File: src/rtl/pipe_front_regs.sv
// Front-end pipeline state of the 5-stage RV32I core: PC, IF/ID and ID/EX registers
// with stall/flush/redirect handling, plus saturating stall and flush event counters.
module pipe_front_regs #(
   parameter int               XLEN     = 32,
   parameter logic [XLEN-1:0]  RESET_PC = 32'h0000_0000,
   parameter int               CNT_W    = 16
) (
   input  logic             clk,
   input  logic             reset,
   input  logic             StallF,
   input  logic             StallD,
   input  logic             FlushD,
   input  logic             FlushE,
   input  logic             PCSrcE,
   input  logic [XLEN-1:0]  PCTargetE,
   input  logic [31:0]      InstrF,
   input  logic             RegWriteD,
   input  logic             MemWriteD,
   input  logic             JumpD,
   input  logic             BranchD,
   input  logic             ALUSrcD,
   input  logic [1:0]       ResultSrcD,
   input  logic [2:0]       ALUControlD,
   input  logic [XLEN-1:0]  RD1D,
   input  logic [XLEN-1:0]  RD2D,
   input  logic [XLEN-1:0]  ImmExtD,
   input  logic [4:0]       Rs1D,
   input  logic [4:0]       Rs2D,
   input  logic [4:0]       RdD,
   output logic [XLEN-1:0]  PCF,
   output logic [XLEN-1:0]  PCPlus4F,
   output logic [31:0]      InstrD,
   output logic [XLEN-1:0]  PCD,
   output logic [XLEN-1:0]  PCPlus4D,
   output logic             ValidD,
   output logic             RegWriteE,
   output logic             MemWriteE,
   output logic             JumpE,
   output logic             BranchE,
   output logic             ALUSrcE,
   output logic [1:0]       ResultSrcE,
   output logic [2:0]       ALUControlE,
   output logic [XLEN-1:0]  RD1E,
   output logic [XLEN-1:0]  RD2E,
   output logic [XLEN-1:0]  ImmExtE,
   output logic [4:0]       Rs1E,
   output logic [4:0]       Rs2E,
   output logic [4:0]       RdE,
   output logic [XLEN-1:0]  PCE,
   output logic [XLEN-1:0]  PCPlus4E,
   output logic             ValidE,
   output logic [CNT_W-1:0] StallCnt,
   output logic [CNT_W-1:0] FlushCnt
);

   localparam logic [31:0]      NOP_INSTR = 32'h0000_0013;
   localparam logic [XLEN-1:0]  PC_STEP   = {{(XLEN-3){1'b0}}, 3'b100};
   localparam logic [XLEN-1:0]  XLEN_ZERO = {XLEN{1'b0}};
   localparam logic [CNT_W-1:0] CNT_MAX   = {CNT_W{1'b1}};
   localparam logic [CNT_W-1:0] CNT_ONE   = {{(CNT_W-1){1'b0}}, 1'b1};
   localparam logic [CNT_W-1:0] CNT_ZERO  = {CNT_W{1'b0}};

   // Sequential PC increment, wrapping modulo 2^XLEN.
   assign PCPlus4F = PCF + PC_STEP;

   // PC register: a taken redirect overrides a fetch stall.
   always_ff @(posedge clk) begin
      if (reset) begin
         PCF <= RESET_PC;
      end else if (PCSrcE) begin
         PCF <= PCTargetE;
      end else if (StallF) begin
         PCF <= PCF;
      end else begin
         PCF <= PCPlus4F;
      end
   end

   // IF/ID register: flush inserts a NOP and beats a simultaneous stall.
   always_ff @(posedge clk) begin
      if (reset || FlushD) begin
         InstrD   <= NOP_INSTR;
         PCD      <= XLEN_ZERO;
         PCPlus4D <= XLEN_ZERO;
         ValidD   <= 1'b0;
      end else if (StallD) begin
         InstrD   <= InstrD;
         PCD      <= PCD;
         PCPlus4D <= PCPlus4D;
         ValidD   <= ValidD;
      end else begin
         InstrD   <= InstrF;
         PCD      <= PCF;
         PCPlus4D <= PCPlus4F;
         ValidD   <= 1'b1;
      end
   end

   // ID/EX register: a bubble zeroes register indices too so it never forwards.
   always_ff @(posedge clk) begin
      if (reset || FlushE) begin
         RegWriteE   <= 1'b0;
         MemWriteE   <= 1'b0;
         JumpE       <= 1'b0;
         BranchE     <= 1'b0;
         ALUSrcE     <= 1'b0;
         ResultSrcE  <= 2'b00;
         ALUControlE <= 3'b000;
         RD1E        <= XLEN_ZERO;
         RD2E        <= XLEN_ZERO;
         ImmExtE     <= XLEN_ZERO;
         Rs1E        <= 5'd0;
         Rs2E        <= 5'd0;
         RdE         <= 5'd0;
         PCE         <= XLEN_ZERO;
         PCPlus4E    <= XLEN_ZERO;
         ValidE      <= 1'b0;
      end else begin
         RegWriteE   <= RegWriteD;
         MemWriteE   <= MemWriteD;
         JumpE       <= JumpD;
         BranchE     <= BranchD;
         ALUSrcE     <= ALUSrcD;
         ResultSrcE  <= ResultSrcD;
         ALUControlE <= ALUControlD;
         RD1E        <= RD1D;
         RD2E        <= RD2D;
         ImmExtE     <= ImmExtD;
         Rs1E        <= Rs1D;
         Rs2E        <= Rs2D;
         RdE         <= RdD;
         PCE         <= PCD;
         PCPlus4E    <= PCPlus4D;
         ValidE      <= ValidD;
      end
   end

   // Saturating event counters, cleared only by reset.
   always_ff @(posedge clk) begin
      if (reset) begin
         StallCnt <= CNT_ZERO;
         FlushCnt <= CNT_ZERO;
      end else begin
         if (StallF && (StallCnt != CNT_MAX)) begin
            StallCnt <= StallCnt + CNT_ONE;
         end else begin
            StallCnt <= StallCnt;
         end
         if (FlushD && (FlushCnt != CNT_MAX)) begin
            FlushCnt <= FlushCnt + CNT_ONE;
         end else begin
            FlushCnt <= FlushCnt;
         end
      end
   end

endmodule

File: config.mk
export PLATFORM = sky130hd
export DESIGN_NAME = pipe_front_regs
export DESIGN_NICKNAME = d
export VERILOG_FILES = /design/src/rtl/pipe_front_regs.sv
export SDC_FILE = /design/constraint.sdc
export NUM_CORES = 1
export LEC_CHECK = 0
export ABC_AREA = 0
export CORE_AREA = 4 4 219 221
export DETAILED_ROUTE_END_ITERATION = 12
export DIE_AREA = 0 0 223 225
export DONT_BUFFER_PORTS = 1
export PLACE_DENSITY = 0.42
export SLEW_MARGIN = 10
export SYNTH_ARGS = -nofsm -noshare
export SYNTH_HDL_FRONTEND = slang
export SYNTH_SLANG_ARGS = --single-unit
File: constraint.sdc
create_clock -name clk -period 2.9 [get_ports clk]
set_input_delay 0.58 -clock clk [delete_from_list [all_inputs] [get_ports clk]]
set_output_delay 0.58 -clock clk [all_outputs]
set_load 0.05 [all_outputs]
==> impl_metrics.yaml, run 1 <==
clocking:
  cts_root_buf: "clkbuf_16"
  ctsLongestPathBuffers: 3
  clk_latency_ps: 540
  ctsHtreeMaxLevel: 2
  numCtsBuffers: 40
  clk_pin_slew_ps: 60
  cts_tree: "yes"
  cts.sinks: 343
setup_path:
  cp_max_fo: 6
  worst_setup_path_start_kind: "flip-flop"
  arrival_ps: 2520
  path_class: "flip-flop to output pin"
  required_ps: 2320
  end_kind: "output pin"
logic_synthesis:
  syn_area_um2: 12000
  synth_fp_nets: 1373
  yosysTopAreaCell: "dfxtp_1"
  yosys-top-cells-count: "343 x dfxtp_1, 172 x and2_1, 143 x nor2_1"
  synth_area_leaders: "dfxtp_1 57%, and2_1 9.0%, mux2i_1 6.8%"
  yosysMostFrequentCell: "dfxtp_1"
  ys.flop_type: "dfxtp_1"
  syn_avg_cell_area_um2: 10.19
  synth_edf_count: 0
  ys_seq_area_frac: 0.5720
  ys_warn_count: 0
  synthArstFlopShare: 0
  ys_types: 47
  synth-seq-cells: 343
  syn_inst: 1178
  yosys.area.top_type_share: 0.5720
finish:
  antenna_cells: 0
  syn2layout_area_growth_pct: 25.41
  fin_nets: 1450
  layout-drive-gt1-share: 0.1889
  fillers: 4713
  final_cell_area_um2: 15050
  multiInputGateArea_um2: 5076
  ff_latch_area_um2: 6895
  finalNonFillerCells: 1888
floorplan:
  die_area_um2: 50180
  rows: 79
  pin_count: 571
  coreArea_um2: 46160
  start_util: 0.2600
  fp.dieW_um: 223
  die_y_um: 225
global_routing:
  grt_max_degree: 173
  grt_use_total: 0.1604
  grt_pass1_wl_mm: 60.93
  gr-total-overflow: 0
  grt_antenna_before_repair: 6
  grt_pass1_vias: 8460
route:
  wl_met2_mm: 21.83
  ant_nets: 0
  vias: 8543
  vias_per_cell: 4.525
  highest_layer: "met5"
  drc: 0
  wl_met1_mm: 15.85
  wl_met3_mm: 4.079
  wirelength_mm: 42.74
  first_iter_violations: 353
  routedWlPerCell_um: 22.64
  drt_pass1_iterations: 5
sta:
  fin_skew_ps: 9.043
  max_slew_margin: 0.3113
  fin_crit_ps: 3098
  max_freq_mhz: 322.8
  finalCritPeriodShare: 1.068
  tightest_slew_ps: 1032
  setup_violations: 13
  final_hold_viol_count: 0
  setup_tns_ps: -1262
  setup_ws_ps: -197.7
  slew_violations: 0
  rsz0062_at_grt: "true"
run:
  max-cap-violations: 0
worst_hold_path:
  hold_path.class: "primary input to flip-flop"
placed_design:
  place.gp.congestion: 0.8008
  dpl-instance-area_um2: 13400
  port_buffers: 0
  dp_slack_ps: -94.89
  place_inst: 1799
  dp_hpwl_mm: 31.72
power_and_ir_drop:
  peakVddDrop_mv: 0.5442
  p_per_area_nw_per_um2: 726.5
  total_leakage_power_nw: 6.001
status:
  violations: "setup timing"
  status: "finished with violations"
cell type report:
cell class	count	area share
clock buffer	58	0.07638
timing repair buffer	118	0.06774
inverter	19	0.004737
tap	607	0.05045
clock inverter	10	0.005485
sequential	343	0.4580
multi-input combinational	733	0.3372
worst max-delay path, stage by stage, from the launching register on:
cell,delay [ps]
dfxtp_4,370
buf_12,150
nand4_1,140
buf_4,180
or4_4,480
nor4_2,160
buf_4,170
xor2_4,160
buf_12,160
layer usage:
metal / global-route usage / vias up
met5: 0 / -
met4: 0.04176 / 4
met3: 0.06891 / 63
met2: 0.2822 / 354
met1: 0.1792 / 4069
li1: - / 4053
worst paths after layout:
check | cells past startpoint | start | slack, ps | to
min | 1 | FlushE | 110 | PCPlus4E[22]$_SDFF_PP0_
min reg2reg | 2 | FlushCnt[2]$_SDFFE_PP0P_ | 560 | FlushCnt[2]$_SDFFE_PP0P_
max reg2reg | 7 | PCF[3]$_SDFFE_PP0N_ | 580 | PCF[17]$_SDFFE_PP0N_
max | 8 | PCF[3]$_SDFFE_PP0N_ | -200 | PCPlus4F[31]
cells in the final DEF, fill, tap and decap left out, types with 9 or more instances in the layout:
| master | count |
|---|---|
| a211oi_1 | 19 |
| a21oi_1 | 27 |
| a311oi_1 | 9 |
| and2_1 | 172 |
| buf_4 | 95 |
| buf_6 | 17 |
| clkbuf_1 | 11 |
| clkbuf_16 | 41 |
| dfxtp_1 | 328 |
| dfxtp_2 | 11 |
| inv_1 | 18 |
| mux2i_1 | 82 |
| nand2_1 | 32 |
| nand3_1 | 19 |
| nand4_1 | 17 |
| nor2_1 | 138 |
| nor3_1 | 29 |
| o21a_1 | 13 |
| xnor2_1 | 38 |
| xor2_1 | 15 |
state kept, by name, summed over array words and instances, names as in the netlist, 16 cells and up:
name,cells
ImmExtE,32
InstrD,32
PCD,32
PCE,32
PCF,32
RD1E,32
RD2E,32
PCPlus4D,30
PCPlus4E,30
FlushCnt,16
StallCnt,16
cell families after synthesis:
kind of cell | after synthesis | share of synthesized area
and+or+nand+nor | 488 | 0.2195
DFF | 343 | 0.5720
buffers and inverters | 103 | 0.03596
xor gates and xnor gates | 70 | 0.05107
adders and majority gates | 3 | 0.003127
AOI/OAI and AO/OA | 89 | 0.04993
muxes | 82 | 0.06838
metrics by stage:
step / total power, mW / utilization / hold slack (ps)
floorplan: 6.048 / - / 622.1
global placement: 6.261 / 0.2902 / 533.3
detailed placement: 6.266 / 0.2902 / 550.8
CTS: 11.13 / 0.3256 / 62.31
global route: 11.37 / 0.3261 / 69.83
finish: 10.94 / 0.3261 / 106.3
timing repair:
action | 4_1_cts | 5_1_grt
endpoints found under the setup margin | 17 | 17
buffers inserted | 19 | 2
gates cloned | 1 | 0
hold buffers | 0 | 0
gates resized for setup | 50 | 4
pin swaps | 15 | 4
power by group:
part | internal (mW) | total [mW] | switching, mW | leakage (nW)
Clock | 2.83 | 4.77 | 1.94 | 0.612
Sequential | 4.87 | 5.38 | 0.518 | 2.80
Combinational | 0.267 | 0.784 | 0.517 | 2.59
Note: power is estimated with default switching activity, not from simulation.
==> run 2, diff against run 1 <==
--- a/config.mk
+++ b/config.mk
@@ -11,6 +11,7 @@
 export DIE_AREA = 0 0 223 225
 export DONT_BUFFER_PORTS = 1
 export PLACE_DENSITY = 0.42
+export REMOVE_ABC_BUFFERS = 1
 export SLEW_MARGIN = 10
 export SYNTH_ARGS = -nofsm -noshare
 export SYNTH_HDL_FRONTEND = slang
==> run 2 against run 1 <==
The run still ends with setup timing left. First-iteration DRC count shrank 7.6%. Worst setup slack gained 67 ps. Fmax up 2.2%. Clock power increased by 12%. Largest cell class unchanged. Largest power group unchanged. Total power increased by 5.3%. Non-clock buffer count decreased by 4.
==> impl_metrics.yaml, run 2 (synthesis gave the netlist of run 1 again) <==
status:
  status: "finished with violations"
  violations: "setup timing"
power_and_ir_drop:
  power.total_mw: 11.51
  combPwrFrac: 0.068
  p_per_area_nw_per_um2: 760.6
  peakVddDrop_mv: 0.6082
  pwr-share-clk: 0.465
  seqPwrFrac: 0.467
  total_leakage_power_nw: 6.128
  cell_internal_pwr_mw: 8.465
  p_sw_mw: 3.047
  switching_share: 0.2647
route:
  ant_nets: 0
  first_iter_violations: 326
  drc: 0
  vias_per_cell: 4.508
  routedWlPerCell_um: 22.42
  wirelength_mm: 42.38
  vias: 8521
  drt_pass1_iterations: 4
clocking:
  clk_latency_ps: 550
  cts.sinks: 343
  cts_root_buf: "clkbuf_16"
  ctsLongestPathBuffers: 3
  clk_pin_slew_ps: 60
  ctsHtreeMaxLevel: 2
  numCtsBuffers: 40
  holdBufCountCts: 0
  cts_tree: "yes"
setup_path:
  path_class: "flip-flop to output pin"
  end_kind: "output pin"
  arrival_ps: 2450
  cp_max_fo: 10
  required_ps: 2320
  worst_setup_path_start_kind: "flip-flop"
sta:
  finalCritPeriodShare: 1.045
  fin_skew_ps: 14.38
  setup_ws_ps: -130.3
  slew_violations: 0
  tightest_slew_ps: 1030
  max_slew_margin: 0.3121
  setup_violations: 13
  max_freq_mhz: 330.0
  holdWs_ps: 105.6
  fin_crit_ps: 3030
  rsz0062_at_grt: "true"
  final_hold_viol_count: 0
floorplan:
  start_util: 0.2600
  pin_count: 571
  rows: 79
  fp.dieW_um: 223
  die_area_um2: 50180
  coreArea_um2: 46160
  die_y_um: 225
global_routing:
  grt_use_met2: 0.2780
  grt_antenna_before_repair: 6
  grt_pass1_wl_mm: 60.03
  grt_max_degree: 115
  grt_use_total: 0.1586
  use_met1: 0.1712
  gr-usage-met3: 0.07607
  grt_pass1_vias: 8494
  gr-total-overflow: 0
  grt.busiest_layer: "met2"
finish:
  ff_latch_area_um2: 6884
  layout-drive-gt1-share: 0.1786
  multiInputGateArea_um2: 4912
  fin_util: 0.3279
  fin_nets: 1445
  layout_commonest_cell: "dfxtp_1"
  final_cell_mix: "333 x dfxtp_1, 172 x and2_1, 141 x nor2_1"
  syn2layout_area_growth_pct: 26.09
  fillers: 4701
placed_design:
  port_buffers: 0
  place.gp.congestion: 0.8031
  dp_hpwl_mm: 31.11
  dp_slack_ps: 123.5
run:
  max-cap-violations: 0
worst_hold_path:
  hold_path.class: "primary input to flip-flop"
[run 2: routing by layer]
metal	vias up	part of all wire
met5	-	0.0015
met4	10	0.025
li1	4060	-
met1	4022	0.37
met2	362	0.50
met3	67	0.10
[run 2: worst paths after layout]
check	slack (ps)	start	endpoint	cells after the start
worst max-delay path	-130	PCF[2]$_SDFFE_PP0N_	PCPlus4F[31]	7
worst min-delay path	110	FlushE	PCPlus4E[22]$_SDFF_PP0_	1
worst max register to register	710	PCF[2]$_SDFFE_PP0N_	PCF[29]$_SDFFE_PP0N_	8
worst min register to register	670	StallCnt[1]$_SDFFE_PP0P_	StallCnt[1]$_SDFFE_PP0P_	3
[run 2: critical path, stage by stage (launching register included)]
cell and delay [ps]:
dfxtp_4 370, buf_12 160, nand4_1 170, or4_4 470, buf_12 160, nor4_4 130
xor2_1 220, buf_6 210
[run 2: layout make-up]
class	count	share of cell area
Timing Repair Buffer	114	0.07217
Clock buffer	56	0.07613
Inverter	19	0.004712
Antenna cell	1	0.0001653
Multi-Input combinational cell	732	0.3245
Tap cell	607	0.05018
Clock inverter	18	0.01728
Sequential cell	343	0.4548
[run 2: what timing repair did]
item / 4_1_cts / 5_1_grt
buffers inserted: 9 / 4
endpoints found under the setup margin: 18 / 17
pin swaps: 17 / 10
gates resized for setup: 76 / 11
gates cloned: 1 / 0
hold endpoints to repair: 0 / 0
[run 2: power groups by stage]
stage / registers (mW) / logic (mW) / clock network (mW)
after floorplan: 5.59 / 0.368 / 0
after global placement: 5.48 / 0.746 / 0
after detailed placement: 5.48 / 0.750 / 0
after CTS: 5.39 / 0.793 / 5.51
after global routing: 5.39 / 0.843 / 5.71
final: 5.38 / 0.783 / 5.35
[run 2: stage by stage]
step                      setup TNS (ps)  cell area [µm²]  cells
after floorplan                  -253350            11640   1094
after global placement                 0            13220   1802
after detailed placement               0            13220   1802
after CTS                          -1811            15060   1886
after global routing               -2896            15130   1889
final                             -776.5            15140   1890
==> run 3, diff against run 2 <==
--- a/config.mk
+++ b/config.mk
@@ -10,9 +10,9 @@
 export DETAILED_ROUTE_END_ITERATION = 12
 export DIE_AREA = 0 0 223 225
 export DONT_BUFFER_PORTS = 1
+export HOLD_SLACK_MARGIN = 0.08
 export PLACE_DENSITY = 0.42
 export REMOVE_ABC_BUFFERS = 1
-export SLEW_MARGIN = 10
 export SYNTH_ARGS = -nofsm -noshare
 export SYNTH_HDL_FRONTEND = slang
 export SYNTH_SLANG_ARGS = --single-unit
==> run 3 against run 2 <==
The flow still finishes with violations (setup timing). Global-route usage rose by 0.59 points. Die area did not move. Non-clock buffer count rose by 9. Utilization rose by 0.21 points. Total power rose by 0.36%. Clock skew fell by 1.8 ps.
==> impl_metrics.yaml, run 3 (synthesis gave the netlist of run 1 again) <==
route:
  routedWlPerCell_um: 23.15
  first_iter_violations: 288
  drc: 0
  ant_nets: 0
  wirelength_mm: 43.94
  vias: 8607
  vias_per_cell: 4.535
  drt_pass1_iterations: 4
setup_path:
  critPathBufInv: 3
  crit_path_top_delay_cell: "or4_4"
  critPathMaxStageDelay_ps: 470
  rr_worst_depth: 8
  end_kind: "output pin"
  path_cells: "buf_12, nand4_1, or4_4, buf_12, nor4_4, xor2_1, buf_6"
  cp.depth: 7
  path_delay_family: "simple AND/OR/NAND/NOR gates"
  path_class: "flip-flop to output pin"
  required_ps: 2320
  cp_max_fo: 10
  path_common_cell: "buf_12"
  worst_setup_path_start_kind: "flip-flop"
  arrival_ps: 2450
status:
  violations: "setup timing"
  status: "finished with violations"
finish:
  layout-drive-gt1-share: 0.1782
  multiInputGateArea_um2: 4912
  antenna_cells: 0
  final_cell_mix: "333 x dfxtp_1, 172 x and2_1, 141 x nor2_1"
  syn2layout_area_growth_pct: 26.90
  final_cell_area_um2: 15230
  fin_util: 0.3300
  layout_commonest_cell: "dfxtp_1"
  ff_latch_area_um2: 6884
  fillers: 4693
  fin_nets: 1454
  finalNonFillerCells: 1898
clocking:
  numCtsBuffers: 40
  cts.sinks: 343
  ctsLongestPathBuffers: 3
  ctsHtreeMaxLevel: 2
  clk_latency_ps: 550
  cts_tree: "yes"
  cts_root_buf: "clkbuf_16"
  clk_pin_slew_ps: 60
placed_design:
  place_inst: 1802
  dp_slack_ps: 123.5
  port_buffers: 0
  dpl-instance-area_um2: 13220
  dp_hpwl_mm: 31.11
  place.gp.congestion: 0.8031
sta:
  max_freq_mhz: 329.8
  setup_violations: 13
  final_hold_viol_count: 0
  max_slew_margin: 0.2747
  slew_violations: 0
  holdWs_ps: 126.7
  rsz0062_at_grt: "true"
  setup_tns_ps: -789.9
  fin_skew_ps: 12.57
  finalCritPeriodShare: 1.046
  tightest_slew_ps: 1084
  setup_ws_ps: -132.1
  fin_crit_ps: 3032
power_and_ir_drop:
  p_sw_mw: 3.080
  switching_share: 0.2666
  seqPwrFrac: 0.466
  total_leakage_power_nw: 6.176
  pwr-share-clk: 0.463
  peakVddDrop_mv: 0.6078
  cell_internal_pwr_mw: 8.474
  p_per_area_nw_per_um2: 758.4
  combPwrFrac: 0.071
  power.total_mw: 11.55
floorplan:
  pin_count: 571
  die_area_um2: 50180
  start_util: 0.2600
  rows: 79
  coreArea_um2: 46160
  fp.dieW_um: 223
  die_y_um: 225
global_routing:
  grt_use_total: 0.1645
  grt_pass1_wl_mm: 61.80
  grt_pass1_vias: 8605
  grt_max_degree: 115
  grt_antenna_before_repair: 7
  gr-total-overflow: 0
run:
  max-cap-violations: 0
worst_hold_path:
  hold_path_depth: 1
  hold_path.class: "primary input to flip-flop"
-- run 3: cell types whose count changed in the layout (fill, tap and decap cells not counted) --
cell	change
diode_2	-1
dlygate4sd3_1	+8
buf_12	+1
-- run 3: final cells by class --
type,instances,area share
sequential,343,0.4519
tap,607,0.04986
multi-input combinational,732,0.3225
inverter,19,0.004682
clock buffer,56,0.07565
timing repair buffer,123,0.07827
clock inverter,18,0.01717
-- run 3: metal layers --
| metal | wire, µm | global-route usage | up-vias | part of all wire |
|---|---|---|---|---|
| li1 | - | - | 4072 | - |
| met4 | 1244 | 0.05349 | 12 | 0.028 |
| met5 | 80 | 0 | - | 0.0018 |
| met1 | 16170 | 0.1785 | 4069 | 0.37 |
| met2 | 21970 | 0.2853 | 372 | 0.50 |
| met3 | 4482 | 0.07711 | 82 | 0.10 |
-- run 3: repair_timing --
action,in CTS,in global routing
pin swaps,17,11
setup endpoints to repair,18,17
hold buffers,9,0
gates cloned,1,0
buffers inserted,9,4
endpoints found under the hold margin,40,0
gates resized for setup,76,11
-- run 3: power groups by stage --
| stage | registers (mW) | clock network, mW | logic (mW) |
|---|---|---|---|
| 2_1_floorplan | 5.59 | 0 | 0.368 |
| 3_3_place_gp | 5.48 | 0 | 0.746 |
| 5_1_grt | 5.39 | 5.71 | 0.884 |
| 4_1_cts | 5.39 | 5.51 | 0.833 |
| 6_report | 5.38 | 5.35 | 0.823 |
| 3_5_place_dp | 5.48 | 0 | 0.750 |
-- run 3: path summary, 6_finish.rpt --
path	from	to	slack [ps]
worst min register to register	StallCnt[1]$_SDFFE_PP0P_	StallCnt[1]$_SDFFE_PP0P_	670
worst min-delay path	reset	PCF[15]$_SDFFE_PP0N_	130
worst max register to register	PCF[2]$_SDFFE_PP0N_	PCF[29]$_SDFFE_PP0N_	700
worst max-delay path	PCF[2]$_SDFFE_PP0N_	PCPlus4F[31]	-130
-- run 3: worst register-to-register path, delay by kind of cell, from the launching register on --
kind                      cells  cell delay (ps)
and+or+nand+nor               3              980
buffers and inverters         3              470
DFF                           1              370
xor gates and xnor gates      1              170
AOI/OAI and AO/OA             1               80
